==> src/rtl/conv_compute_module.sv <==
// 3x3 valid convolution of a 4x4 tile into a 2x2 map, one MAC per cycle; returns map max (ret22) and map sum (ret33). RELU_EN clamps negative convs.
// Latency: CS=DONE with results 38 edges after the MS==LOADED capture edge (capture + 36 MAC + 1 finish).
// Backpressure: results and CS=DONE hold until MS==STORED; MS==LOADED while busy/done is ignored.
module conv_compute_module #(
    parameter int PW = 8,
    parameter int KW = 8,
    parameter int RW = 32
) (
    input  logic                 clk,
    input  logic                 rst,
    input  logic [2:0]           MS,
    input  logic [16*PW-1:0]     DATA,
    input  logic [9*KW-1:0]      FILTER,
    output logic [2:0]           CS,
    output logic signed [RW-1:0] ret22,
    output logic signed [RW-1:0] ret33
);

    localparam logic [2:0] MS_LOADED = 3'd1;
    localparam logic [2:0] MS_STORED = 3'd2;
    localparam logic [2:0] CS_IDLE   = 3'd0;
    localparam logic [2:0] CS_BUSY   = 3'd1;
    localparam logic [2:0] CS_DONE   = 3'd2;

    typedef enum logic [1:0] {S_IDLE, S_MAC, S_FIN, S_DONE} state_t;

    state_t               r_state;
    state_t               w_state_nxt;
    logic [16*PW-1:0]     r_data;
    logic [9*KW-1:0]      r_filt;
    logic [3:0]           r_t;
    logic [1:0]           r_p;
    logic signed [RW-1:0] r_acc;
    logic signed [RW-1:0] r_map [4];
    logic [2:0]           r_cs;
    logic signed [RW-1:0] r_ret22;
    logic signed [RW-1:0] r_ret33;

    logic [1:0]           w_ki;
    logic [1:0]           w_kj;
    logic [1:0]           w_row;
    logic [1:0]           w_col;
    logic [3:0]           w_pix_idx;
    logic [PW-1:0]        w_pix;
    logic signed [KW-1:0] w_k;
    logic signed [PW+KW:0] w_prod;
    logic signed [RW-1:0] w_acc_nxt;
    logic signed [RW-1:0] w_conv;
    logic signed [RW-1:0] w_max;
    logic signed [RW-1:0] w_sum;

    always_ff @(posedge clk) begin
        if (rst) r_state <= S_IDLE;
        else     r_state <= w_state_nxt;
    end

    always_comb begin
        w_state_nxt = r_state;
        case (r_state)
            S_IDLE:  if (MS == MS_LOADED) w_state_nxt = S_MAC;
            S_MAC:   if (r_p == 2'd3 && r_t == 4'd8) w_state_nxt = S_FIN;
            S_FIN:   w_state_nxt = S_DONE;
            S_DONE:  if (MS == MS_STORED) w_state_nxt = S_IDLE;
            default: w_state_nxt = S_IDLE;
        endcase
    end

    // Tap t maps to kernel (i,j) = (t/3, t%3); kernel bit offset is simply t*KW.
    always_comb begin
        w_ki = 2'd0;
        w_kj = 2'd0;
        case (r_t)
            4'd1: w_kj = 2'd1;
            4'd2: w_kj = 2'd2;
            4'd3: w_ki = 2'd1;
            4'd4: begin w_ki = 2'd1; w_kj = 2'd1; end
            4'd5: begin w_ki = 2'd1; w_kj = 2'd2; end
            4'd6: w_ki = 2'd2;
            4'd7: begin w_ki = 2'd2; w_kj = 2'd1; end
            4'd8: begin w_ki = 2'd2; w_kj = 2'd2; end
            default: ;
        endcase
    end

    assign w_row     = w_ki + {1'b0, r_p[1]};
    assign w_col     = w_kj + {1'b0, r_p[0]};
    assign w_pix_idx = {w_row, w_col};
    assign w_pix     = r_data[w_pix_idx*PW +: PW];
    assign w_k       = r_filt[r_t*KW +: KW];
    assign w_prod    = $signed({1'b0, w_pix}) * w_k;
    assign w_acc_nxt = r_acc + {{(RW-PW-KW-1){w_prod[PW+KW]}}, w_prod};

`ifdef RELU_EN
    assign w_conv = w_acc_nxt[RW-1] ? '0 : w_acc_nxt;
`else
    assign w_conv = w_acc_nxt;
`endif

    // Strict greater-than keeps the earlier entry on ties.
    always_comb begin
        w_max = r_map[0];
        for (int i = 1; i < 4; i++) begin
            if (r_map[i] > w_max) w_max = r_map[i];
        end
    end

    assign w_sum = r_map[0] + r_map[1] + r_map[2] + r_map[3];

    always_ff @(posedge clk) begin
        if (rst) begin
            r_data  <= '0;
            r_filt  <= '0;
            r_t     <= '0;
            r_p     <= '0;
            r_acc   <= '0;
            r_cs    <= CS_IDLE;
            r_ret22 <= '0;
            r_ret33 <= '0;
            for (int i = 0; i < 4; i++) r_map[i] <= '0;
        end else begin
            case (r_state)
                S_IDLE: begin
                    if (MS == MS_LOADED) begin
                        r_data <= DATA;
                        r_filt <= FILTER;
                        r_acc  <= '0;
                        r_t    <= '0;
                        r_p    <= '0;
                        r_cs   <= CS_BUSY;
                    end
                end
                S_MAC: begin
                    if (r_t == 4'd8) begin
                        r_map[r_p] <= w_conv;
                        r_acc      <= '0;
                        r_t        <= '0;
                        r_p        <= r_p + 2'd1;
                    end else begin
                        r_acc <= w_acc_nxt;
                        r_t   <= r_t + 4'd1;
                    end
                end
                S_FIN: begin
                    r_ret22 <= w_max;
                    r_ret33 <= w_sum;
                    r_cs    <= CS_DONE;
                end
                S_DONE: begin
                    if (MS == MS_STORED) r_cs <= CS_IDLE;
                end
                default: r_cs <= CS_IDLE;
            endcase
        end
    end

    assign CS    = r_cs;
    assign ret22 = r_ret22;
    assign ret33 = r_ret33;

endmodule

==> config.mk <==
export PLATFORM = sky130hd
export DESIGN_NAME = conv_compute_module
export DESIGN_NICKNAME = d
export VERILOG_FILES = /design/src/rtl/conv_compute_module.sv
export SDC_FILE = /design/constraint.sdc
export NUM_CORES = 1
export LEC_CHECK = 0
export CAP_MARGIN = 20
export CORE_ASPECT_RATIO = 1.75
export CORE_MARGIN = 4
export CORE_UTILIZATION = 40
export DETAILED_ROUTE_END_ITERATION = 10
export SYNTH_ARGS = -nofsm -noshare
export SYNTH_HDL_FRONTEND = slang
export SYNTH_SLANG_ARGS = --single-unit
==> constraint.sdc <==
create_clock -name clk -period 16.2 [get_ports clk]
set_input_delay 1.62 -clock clk [delete_from_list [all_inputs] [get_ports clk]]
set_output_delay 1.62 -clock clk [all_outputs]
set_load 0.005 [all_outputs]
[Word-level counts from Yosys, hierarchy flattened]
Memory sizes are Yosys's and may differ from the RTL's.
Cells that the tools add are included.
Widths: inputs -> output; s select.
Word-level totals
  register bits after elaboration: 307
  bits in writable memories: 128
  input port bits: 205
  logic and storage cells: 86
  memories kept: 1
Memories
  r_map: words 4, bits a word 32, read ports 4, clocked after memory_dff 0, wr ports 4, line 34  | logic signed [RW-1:0] r_map [4];
Operators by class
  add/subtract/negate cells: 8
  multiply operators: 1
  magnitude comparators: 3
  eq/ne operators: 18
  shift operators: 2
  muxes and demuxes: 30
  reductions and logical operators: 14
Operators with widths (count)
  $mux 32: 6
  $add 32x32->32: 4
  $shiftx 128x8->8: 1
  $gt 32x32->1: 3
  $shiftx 72x8->8: 1
  $pmux 32 s2: 1
  $reduce_or 32->1: 1
  $mul 9x8->17: 1
  $eq 4x3->1 const B: 4
  $mux 2: 6
  $pmux 2 s2: 3
  $reduce_or 3->1: 4
  $pmux 3 s3: 1
  $reduce_and 3->1: 3
  $eq 4x2->1 const B: 2
  $mux 4: 2
  $ne 2x2->1 const B: 4
  $pmux 2 s4: 1
  $pmux 4 s2: 1
  $mux 1: 7
  $eq 2x2->1 const B: 3
  $mux 3: 2
  $add 2x1->2: 2
  $add 4x1->4 const B: 1
  other kinds (11): 12

[Logic depth before layout (Yosys ltp)]
Gate-level depths: netlist (run 1).
  word-level depth: 9
  gate-level depth with buffers: 40

[Least setup slack after synthesis (run 1)]
Ideal clock, no wire load.
  path kind: register to register
  from: register r_t[1]
  to: memory r_map[0][28], data pin
  arrival time: 10.152 ns
  data required time: 15.934 ns
  path slack: 5.782 ns
  cell stages (with the launch flop): 37
  buffers on the path: 3
  period minus slack after synthesis: 10.418 ns
  path through: dfxtp_1 -> clkbuf_1 -> buf_1 -> inv_1 -> ha_1 -> nor2_1 -> a211oi_1 -> ha_1 -> clkbuf_1 -> mux4_2 -> mux4_2 -> or2_2 -> fa_1 -> fa_1 -> inv_1 -> fa_1 -> inv_1 -> fa_1 -> inv_1 -> ha_1 -> o21ai_0 -> o21ai_0 -> o211a_1 -> nand4_1 -> nand4b_1 -> o31ai_1 -> xnor2_1 -> ha_1 -> o21a_1 -> a21o_1 -> a2111o_1 -> a21o_1 -> a221oi_2 -> o21ai_1 -> a311oi_2 -> xor2_1 -> nor2_1
RTL lines
  from (decl): line 31  | logic [3:0] r_t;
  from (signal assigned): line 140  | r_t <= r_t + 4'd1;
  to (decl): line 34

==> impl_metrics.json, run 1 <==
{
  "swShare": 0.304,
  "arrival_ns": 11.83,
  "p_seq_frac": 0.402,
  "synthFlopType": "dfxtp_1",
  "crit_buf_inv": 4,
  "ir_worst_vdd_mv": 0.0656,
  "drtIter0Drc": 1077,
  "rsz0062_at_grt": "false",
  "clock_latency_ns": 0.59,
  "via_per_inst": 5.36,
  "post_cts_buffers": 0,
  "syn_avg_cell_area_um2": 9.37,
  "grt_antenna_before_repair": 0,
  "area_growth_pct": 18.5,
  "cts_buffers": 43,
  "nets": 3589,
  "diodes": 0,
  "drc": 0,
  "drt-pass1-iter-count": 5,
  "cp.required_ns": 16.52,
  "fin_ws_ns": 4.69,
  "maxCapViolCount": 0,
  "grt.overflow.total": 0,
  "hp-class": "reg -> reg",
  "die_height_um": 351,
  "initial_core_util": 0.405,
  "cp_top_family": "adder cells",
  "ctsRootBufferMaster": "clkbuf_16",
  "finalSetupViolCount": 0,
  "end_kind": "flop",
  "postSynthCellCount": 2871,
  "grt_pass1_vias": 22500,
  "syn_nets": 3389,
  "hold_depth": 2,
  "yosysWarnings": 0,
  "p_comb_frac": 0.256,
  "timing.fmax_ghz": 0.0869,
  "tns_ns": 0,
  "synth_top_area_cell": "dfxtp_1",
  "maxSlewHeadroom": 0.300,
  "hpwlAfterDp_um": 61300,
  "multi_input_area_um2": 15700,
  "drive_gt1_frac": 0.0757,
  "gp_congestion": 0.922,
  "async_flop_share": 0,
  "leakage_nw": 12.7,
  "synthDistinctLibCells": 81,
  "synth_top_area_share": 0.228,
  "preCtsSetupSlack_ns": 4.62,
  "track_usage": 0.215,
  "core_um2": 66500,
  "fillers": 6214,
  "crit_path_top_delay_cell": "dfxtp_1",
  "status": "finished clean",
  "die_w_um": 204,
  "maxSlewViolCount": 0,
  "crit_cells": 33,
  "crit_type": "reg -> reg",
  "synthTopCellsByArea": "dfxtp_1, edfxtp_1, ha_1",
  "cp_max_fo": 30,
  "clock-sinks": 434,
  "reg2regPathDepth": 33,
  "tightestPinTransition_ns": 1.04,
  "critPathMaxStageDelay_ns": 1.01,
  "final_area_um2": 31900,
  "finalHoldViolCount": 0,
  "ys_seq_area_frac": 0.371,
  "clock_path_buffers": 3,
  "fin_crit_sh": 0.711,
  "syn_area_um2": 26900,
  "pwr-share-clk": 0.342,
  "cts_resized": 0,
  "period_needed_ns": 11.51,
  "port_buffers": 270,
  "p_switching_w": 0.000953,
  "routedWlPerCell_um": 19.6,
  "num_rows": 125,
  "cts.reportedPaths.clkPinSlew_ns": 0.06,
  "powerDensity_nw_per_um2": 98.4,
  "hold_buffers": 0,
  "vias": 21389,
  "p_int_w": 0.00218,
  "crit_path_start_kind": "flop",
  "placed_area_um2": 30400,
  "io_pins": 272,
  "grt_first_pass_wirelength_um": 122000,
  "fin_worst_skew_ns": 0.0190,
  "cts_tree": "done",
  "synth-edff-count": 128,
  "synth_seq_cells": 434,
  "antenna_left": 0,
  "grt_max_degree": 104,
  "drt_wl_total_um": 78200,
  "die_area_um2": 71600,
  "htreeDepth": 2,
  "seq_area_um2": 9970
}
## cell usage after synthesis, types with 9 or more instances
cell	number
a21oi_1	308
or3_1	15
mux2_4	26
a31oi_1	15
a211oi_1	19
dfxtp_1	306
mux4_2	51
nor2_1	250
o211ai_1	14
xnor2_1	35
ha_1	213
a21o_1	34
and2_1	38
fa_1	100
edfxtp_1	128
clkbuf_1	119
nand3_1	22
nand2b_1	21
nand2_1	496
o21bai_1	35
o21ai_0	68
nor3_1	15
inv_1	197
o21a_1	16
nand4_1	25
mux2i_1	66
xor2_1	34
o22ai_1	9
nor2b_1	22
a221oi_2	31
## layout make-up
| cell class | count | share of cell area |
|---|---|---|
| clock buffers | 58 | 0.0381 |
| repair buffers | 294 | 0.0905 |
| inverters | 197 | 0.0232 |
| multi-input cells | 2101 | 0.492 |
| flip-flops and latches | 434 | 0.313 |
| well taps | 889 | 0.0349 |
| clock inverters | 19 | 0.00828 |
## power by group through the flow
| stage | clock (W) | combinational [W] | sequential (W) |
|---|---|---|---|
| 2_1_floorplan | 0 | 0.000511 | 0.00127 |
| 3_3_place_gp | 0 | 0.000799 | 0.00128 |
| 3_5_place_dp | 0 | 0.000811 | 0.00129 |
| 4_1_cts | 0.00110 | 0.000816 | 0.00126 |
| 5_1_grt | 0.00114 | 0.000891 | 0.00127 |
| 6_report | 0.00107 | 0.000804 | 0.00126 |
## kinds of logic (layout without fill, tap and decap cells)
kind of cell             Yosys count  after routing  synth area share
AO/OA/AOI/OAI                    615            615             0.147
other                              1              1          0.000139
flip-flops                       434            434             0.371
adder cells (fa/ha/maj)          313            313             0.173
buffers and inverters            336            568            0.0486
multiplexers                     149            149            0.0843
XOR/XNOR                          70             70            0.0231
AND/OR/NAND/NOR                  953            953             0.153
## per-layer routing
metal | routed length, um | GRT usage | vias to the layer above
met5 | 0 | 0 | -
met4 | 3640 | 0.0933 | 0
met3 | 3310 | 0.0288 | 133
met2 | 41600 | 0.406 | 545
met1 | 29600 | 0.239 | 10350
li1 | - | - | 10361
## stage by stage
step,total power (W),cells,util,hold WS (ns)
floorplan,0.00178,2871,-,0.432
global placement,0.00208,3914,0.457,0.440
detailed placement,0.00210,3914,0.457,0.446
CTS,0.00318,3991,0.480,0.456
global route,0.00330,3992,0.480,0.473
finish,0.00314,3992,0.480,0.451
## cells in the final DEF, fill, tap and decap left out, types with 35 or more instances in the layout
cell / n
o21ai_0: 68
a21oi_1: 307
and2_1: 38
nand2_1: 494
edfxtp_1: 128
o21bai_1: 35
dfxtp_1: 306
ha_1: 211
fa_1: 100
clkbuf_16: 45
inv_1: 197
clkdlybuf4s50_1: 269
mux4_2: 51
nor2_1: 250
mux2i_1: 66
## final timing paths
path                           start                         end  slack (ns)
min          r_data[35]$_SDFFE_PP0P_     r_data[35]$_SDFFE_PP0P_        0.45
max reg2reg      r_t[1]$_SDFFE_PP0P_  r_map[0][28]$_SDFFCE_PN0P_        4.69
max              r_t[1]$_SDFFE_PP0P_  r_map[0][28]$_SDFFCE_PN0P_        4.69
min reg2reg  r_data[35]$_SDFFE_PP0P_     r_data[35]$_SDFFE_PP0P_        0.45
## flip-flops by register name, summed over array words and instances (netlist names)
| name | count |
|---|---|
| r_p | 2 |
| ret33 | 32 |
| r_data | 128 |
| r_acc | 32 |
| CS | 2 |
| r_state | 2 |
| ret22 | 32 |
| r_t | 4 |
| r_filt | 72 |
| r_map | 128 |
## worst min-delay path: stages (launching register included)
cell and delay (ns):
dfxtp_1 0.31, nand2_1 0.05, a21oi_1 0.05
No activity file was read; power rests on OpenSTA's default activity.
==> run 2, diff against run 1 <==
Clock period 16.2 ns to 10.1 ns, I/O delays scaled along.
==> run 2 against run 1 <==
Against the previous run:
- highest routed layer is now met5
- critical endpoint unchanged
- critical path type unchanged
- first-iteration DRC count shrank 7.6%
- core utilization rose by 0.69 points
- routed wire length up 2.0%
==> impl_metrics.json, run 2 (synthesis gave the netlist of run 1 again) <==
{
  "tns_ns": 0,
  "vias": 21419,
  "via_per_inst": 5.31,
  "wl_met1_um": 30400,
  "period_needed_ns": 9.67,
  "multi_input_area_um2": 15800,
  "fin_crit_sh": 0.957,
  "reg2reg_slack_ns": 0.43,
  "fin_ws_ns": 0.430,
  "status": "finished clean",
  "die_height_um": 351,
  "critPathMaxStageDelay_ns": 0.55,
  "crit_path_top_delay_cell": "mux4_2",
  "maxSlewHeadroom": 0.305,
  "area_growth_pct": 20.2,
  "ir_worst_vdd_mv": 0.117,
  "finalHoldViolCount": 0,
  "crit_path_start_kind": "flop",
  "drt_wl_total_um": 79800,
  "cp_max_fo": 7,
  "fin_worst_skew_ns": 0.0305,
  "grt_max_degree": 108,
  "antenna_left": 0,
  "initial_core_util": 0.405,
  "preCtsSetupSlack_ns": 0.132,
  "top_regs": "r_data (128), r_map (128), r_filt (72)",
  "total_power_w": 0.00507,
  "seq_area_um2": 9970,
  "hpwlAfterDp_um": 62800,
  "hold_buffers": 0,
  "wl_met3_um": 2890,
  "drtIter0Drc": 995,
  "track_usage": 0.216,
  "diodes": 0,
  "io_pins": 272,
  "maxSlewViolCount": 0,
  "grt.overflow.total": 0,
  "cp.required_ns": 10.41,
  "clock_path_buffers": 3,
  "arrival_ns": 9.98,
  "cts_buffers": 42,
  "grt_pass1_vias": 22177,
  "whs_ns": 0.452,
  "layout_common_cells": "nand2_1, dfxtp_1, a21oi_1",
  "clock-sinks": 434,
  "cts.reportedPaths.clkPinSlew_ns": 0.07,
  "htreeDepth": 2,
  "nets": 3630,
  "die_area_um2": 71600,
  "grt_first_pass_wirelength_um": 123000,
  "timing.fmax_ghz": 0.103,
  "core_um2": 66500,
  "port_buffers": 270,
  "maxCapViolCount": 0,
  "finalSetupViolCount": 0,
  "routedWlPerCell_um": 19.8,
  "crit_type": "reg -> reg",
  "end_kind": "flop",
  "die_w_um": 204,
  "met2_length_um": 42900,
  "drive_gt1_frac": 0.0923,
  "clock_latency_ns": 0.59,
  "grt_antenna_before_repair": 1,
  "final_common_cell": "nand2_1",
  "drc": 0,
  "fillers": 6254,
  "rsz0062_at_grt": "false",
  "routed.top_layer": "met5",
  "tightestPinTransition_ns": 1.04,
  "cts_tree": "done",
  "num_rows": 125,
  "gp_congestion": 0.946,
  "hp-class": "reg -> reg",
  "powerDensity_nw_per_um2": 157,
  "drt-pass1-iter-count": 5,
  "ctsRootBufferMaster": "clkbuf_16",
  "leakage_nw": 12.9
}
run 2: cell types whose count changed in the layout (fill, tap and decap cells not counted), sizes merged:
cell	previous run	this run
buf	24	67
clkbuf	59	48
clkinv	7	12
inv	199	202
run 2: power by group:
| group | switching, W | internal, W | leakage [nW] |
|---|---|---|---|
| Clock | 0.000743 | 0.000969 | 0.714 |
| Combinational | 0.000723 | 0.000604 | 8.39 |
| Sequential | 0.000101 | 0.00193 | 3.80 |
run 2: final cells by class:
class                      instances  share of cell area
multi-input combinational       2101               0.487
clock inverter                    27              0.0108
clock buffer                      48              0.0348
timing repair buffer             336               0.102
inverter                         197              0.0229
tap                              889              0.0344
sequential                       434               0.308
run 2: metrics by stage:
| stage | utilization | instance area, um2 | cells |
|---|---|---|---|
| final | 0.487 | 32300 | 4032 |
| after global routing | 0.487 | 32300 | 4032 |
| after CTS | 0.484 | 32100 | 4018 |
| after detailed placement | 0.461 | 30700 | 3943 |
| after global placement | 0.461 | 30700 | 3943 |
| after floorplan | - | 26900 | 2871 |
run 2: path summary, 6_finish.rpt:
check	depth (start not counted)	to	start
worst min-delay path	2	r_filt[24]$_SDFFE_PP0P_	r_filt[24]$_SDFFE_PP0P_
worst max register to register	35	r_map[0][28]$_SDFFCE_PN0P_	r_t[0]$_SDFFE_PP0P_
worst min register to register	2	r_filt[24]$_SDFFE_PP0P_	r_filt[24]$_SDFFE_PP0P_
worst max-delay path	35	r_map[0][28]$_SDFFCE_PN0P_	r_t[0]$_SDFFE_PP0P_
run 2: per-layer routing:
| metal | vias to the layer above | track usage |
|---|---|---|
| met5 | - | 0 |
| met4 | 2 | 0.0866 |
| met3 | 141 | 0.0241 |
| met2 | 492 | 0.417 |
| met1 | 10339 | 0.240 |
| li1 | 10445 | - |
run 2: critical path: cells and delay by family (launching register included):
kind / cells / cell delay [ns]
xor gates and xnor gates: 3 / 0.67
AOI/OAI and AO/OA: 13 / 3.18
buffers and inverters: 5 / 0.46
adders and majority gates: 8 / 3.24
and+or+nand+nor: 4 / 0.65
DFF: 1 / 0.34
muxes: 2 / 0.83
run 2: repair_timing:
| item | CTS | global route |
|---|---|---|
| setup endpoints to repair | 0 | 45 |
| gates resized for setup | 0 | 11 |
| buffers inserted | 0 | 12 |
==> run 3, diff against run 2 <==
--- a/config.mk
+++ b/config.mk
@@ -9,3 +9,3 @@
 export CORE_ASPECT_RATIO = 1.75
-export CORE_MARGIN = 4
+export CORE_MARGIN = 5
 export CORE_UTILIZATION = 40
@@ -15 +15,2 @@
 export SYNTH_SLANG_ARGS = --single-unit
+export TNS_END_PERCENT = 10
--- a/constraint.sdc
+++ b/constraint.sdc
@@ -3,2 +3,2 @@
 set_output_delay 1.01 -clock clk [all_outputs]
-set_load 0.005 [all_outputs]
+set_load 0.05 [all_outputs]
==> run 3 against run 2 <==
Against the previous run:
- register-to-register slack about the same
- flip-flop and latch count unchanged
- global-route usage down 0.28 points
- via count up 0.39%
- final area about the same
- sequential power about the same
==> impl_metrics.json, run 3 (synthesis gave the netlist of run 1 again) <==
{
  "status": "finished clean",
  "whs_ns": 0.454,
  "grt_max_degree": 120,
  "area_growth_pct": 20.1,
  "grt_pass1_vias": 22387,
  "routedWlPerCell_um": 19.7,
  "cts_buffers": 43,
  "final_common_cell": "nand2_1",
  "drive_gt1_frac": 0.0900,
  "worstHoldStart": "r_filt[9]$_SDFFE_PP0P_",
  "initial_core_util": 0.404,
  "timing.critical_path.mode_cell": "fa_1",
  "swShare": 0.333,
  "grt_first_pass_wirelength_um": 123000,
  "fillers": 6351,
  "grt_antenna_before_repair": 1,
  "cp_max_fo": 14,
  "fin_worst_skew_ns": 0.0173,
  "critPathMaxStageDelay_ns": 0.59,
  "ir_worst_vdd_mv": 0.123,
  "num_rows": 125,
  "drc": 0,
  "vias": 21502,
  "post_layout_nonfiller_instances": 4035,
  "cp.required_ns": 10.40,
  "crit_type": "reg -> reg",
  "hold_depth": 2,
  "hpwlAfterDp_um": 62000,
  "p_comb_frac": 0.294,
  "drt-pass1-iter-count": 5,
  "powerDensity_nw_per_um2": 162,
  "port_buffers": 270,
  "maxSlewHeadroom": 0.305,
  "pwr-share-clk": 0.319,
  "core_um2": 66600,
  "die_area_um2": 72800,
  "nets": 3630,
  "preCtsSetupSlack_ns": -0.0254,
  "finalHoldViolCount": 0,
  "period_needed_ns": 9.66,
  "r2r_start": "r_t[1]$_SDFFE_PP0P_",
  "htreeDepth": 2,
  "end_kind": "flop",
  "fin_ws_ns": 0.437,
  "clock_path_buffers": 3,
  "r2r-end": "r_map[2][28]$_SDFFCE_PN0P_",
  "placed_cells_incl_taps": 3940,
  "layout_common_cells": "nand2_1, a21oi_1, dfxtp_1",
  "min_to": "r_filt[9]$_SDFFE_PP0P_",
  "clock_latency_ns": 0.58,
  "reg2regPathDepth": 33,
  "grt.overflow.total": 0,
  "crit_path_start_kind": "flop",
  "p_int_w": 0.00349,
  "crit_path_top_delay_cell": "mux4_2",
  "top_regs": "r_data (128), r_map (128), r_filt (72)",
  "cts.reportedPaths.clkPinSlew_ns": 0.06,
  "ctsRootBufferMaster": "clkbuf_16",
  "finalSetupViolCount": 0,
  "clock-sinks": 434,
  "reg2reg_slack_ns": 0.44,
  "hp-class": "reg -> reg",
  "tightestPinTransition_ns": 1.04,
  "p_switching_w": 0.00174,
  "crit_path_start": "r_t[1]$_SDFFE_PP0P_",
  "gp_congestion": 0.955,
  "antenna_left": 0,
  "die_height_um": 353,
  "track_usage": 0.213,
  "fin_crit_sh": 0.957,
  "io_pins": 272,
  "maxSlewViolCount": 0,
  "arrival_ns": 9.97,
  "cts_tree": "done",
  "p_seq_frac": 0.387,
  "timing.fmax_ghz": 0.103,
  "via_per_inst": 5.33,
  "drtIter0Drc": 1052,
  "drt_wl_total_um": 79400,
  "die_w_um": 206,
  "maxCapViolCount": 0,
  "leakage_nw": 12.9
}
run 3: cell count changes in the layout (fill, tap and decap cells not counted), moves of 3 or more:
cell and delta:
bufinv_16 -3, clkbuf_1 +9, clkbuf_16 +3, clkbuf_8 +4, clkinv_4 -5
run 3: per-layer routing:
layer,track usage,up-vias,share of wire
met5,0,-,0
met4,0.106,0,0.057
met3,0.0262,181,0.043
met2,0.393,621,0.52
met1,0.239,10259,0.38
li1,-,10441,-
run 3: repair_timing:
action                                  in CTS  in global routing
endpoints found under the setup margin       5                 36
gates resized for setup                      1                 10
setup buffers                                0                 14
gates cloned                                 0                  1
pin swaps                                    0                  5
endpoints found under the hold margin        0                  0
hold buffers                                 0                  0
run 3: worst max-delay path: cells and delay by family, from the launching register on:
family / cells / cell delay (ns)
buf+inv: 6 / 0.82
simple gates: 6 / 1.04
compound gates: 9 / 2.26
mux: 2 / 1.11
fa+ha+maj: 8 / 3.29
xor+xnor: 2 / 0.44
flops: 1 / 0.43
run 3: worst max path at each step:
stage	to
floorplan	r_map[0][28]$_SDFFCE_PN0P_
finish	r_map[2][28]$_SDFFCE_PN0P_
global route	r_map[3][28]$_DFFE_PP_
global placement	r_acc[24]$_SDFFE_PP0P_
CTS	r_map[2][28]$_SDFFCE_PN0P_
detailed placement	r_map[2][28]$_SDFFCE_PN0P_
run 3: final cells by class:
cell class | instances | area [um2] | area share
Timing Repair Buffer | 335 | 3310 | 0.102
Clock inverter | 15 | 183 | 0.00565
Clock buffer | 63 | 1260 | 0.0391
Sequential cell | 434 | 9970 | 0.308
Antenna cell | 1 | 2.50 | 0.0000774
Tap cell | 889 | 1110 | 0.0344
Inverter | 197 | 739 | 0.0229
Multi-Input combinational cell | 2101 | 15700 | 0.487
run 3: power by group through the flow:
| stage | Clock [W] | Combinational, W | Sequential (W) |
|---|---|---|---|
| 5_1_grt | 0.00178 | 0.00167 | 0.00204 |
| 2_1_floorplan | 0 | 0.000820 | 0.00223 |
| 4_1_cts | 0.00171 | 0.00153 | 0.00203 |
| 3_3_place_gp | 0 | 0.00150 | 0.00206 |
| 3_5_place_dp | 0 | 0.00152 | 0.00207 |
| 6_report | 0.00167 | 0.00154 | 0.00203 |
run 3: stage by stage:
| step | setup TNS, ns | utilization | area (um2) | power, W |
|---|---|---|---|---|
| 3_5_place_dp | -0.0254 | 0.460 | 30700 | 0.00359 |
| 5_1_grt | -0.00154 | 0.485 | 32300 | 0.00549 |
| 4_1_cts | 0 | 0.482 | 32100 | 0.00527 |
| 6_report | 0 | 0.485 | 32300 | 0.00523 |
| 2_1_floorplan | 0 | - | 26900 | 0.00305 |
| 3_3_place_gp | 0 | 0.460 | 30700 | 0.00356 |
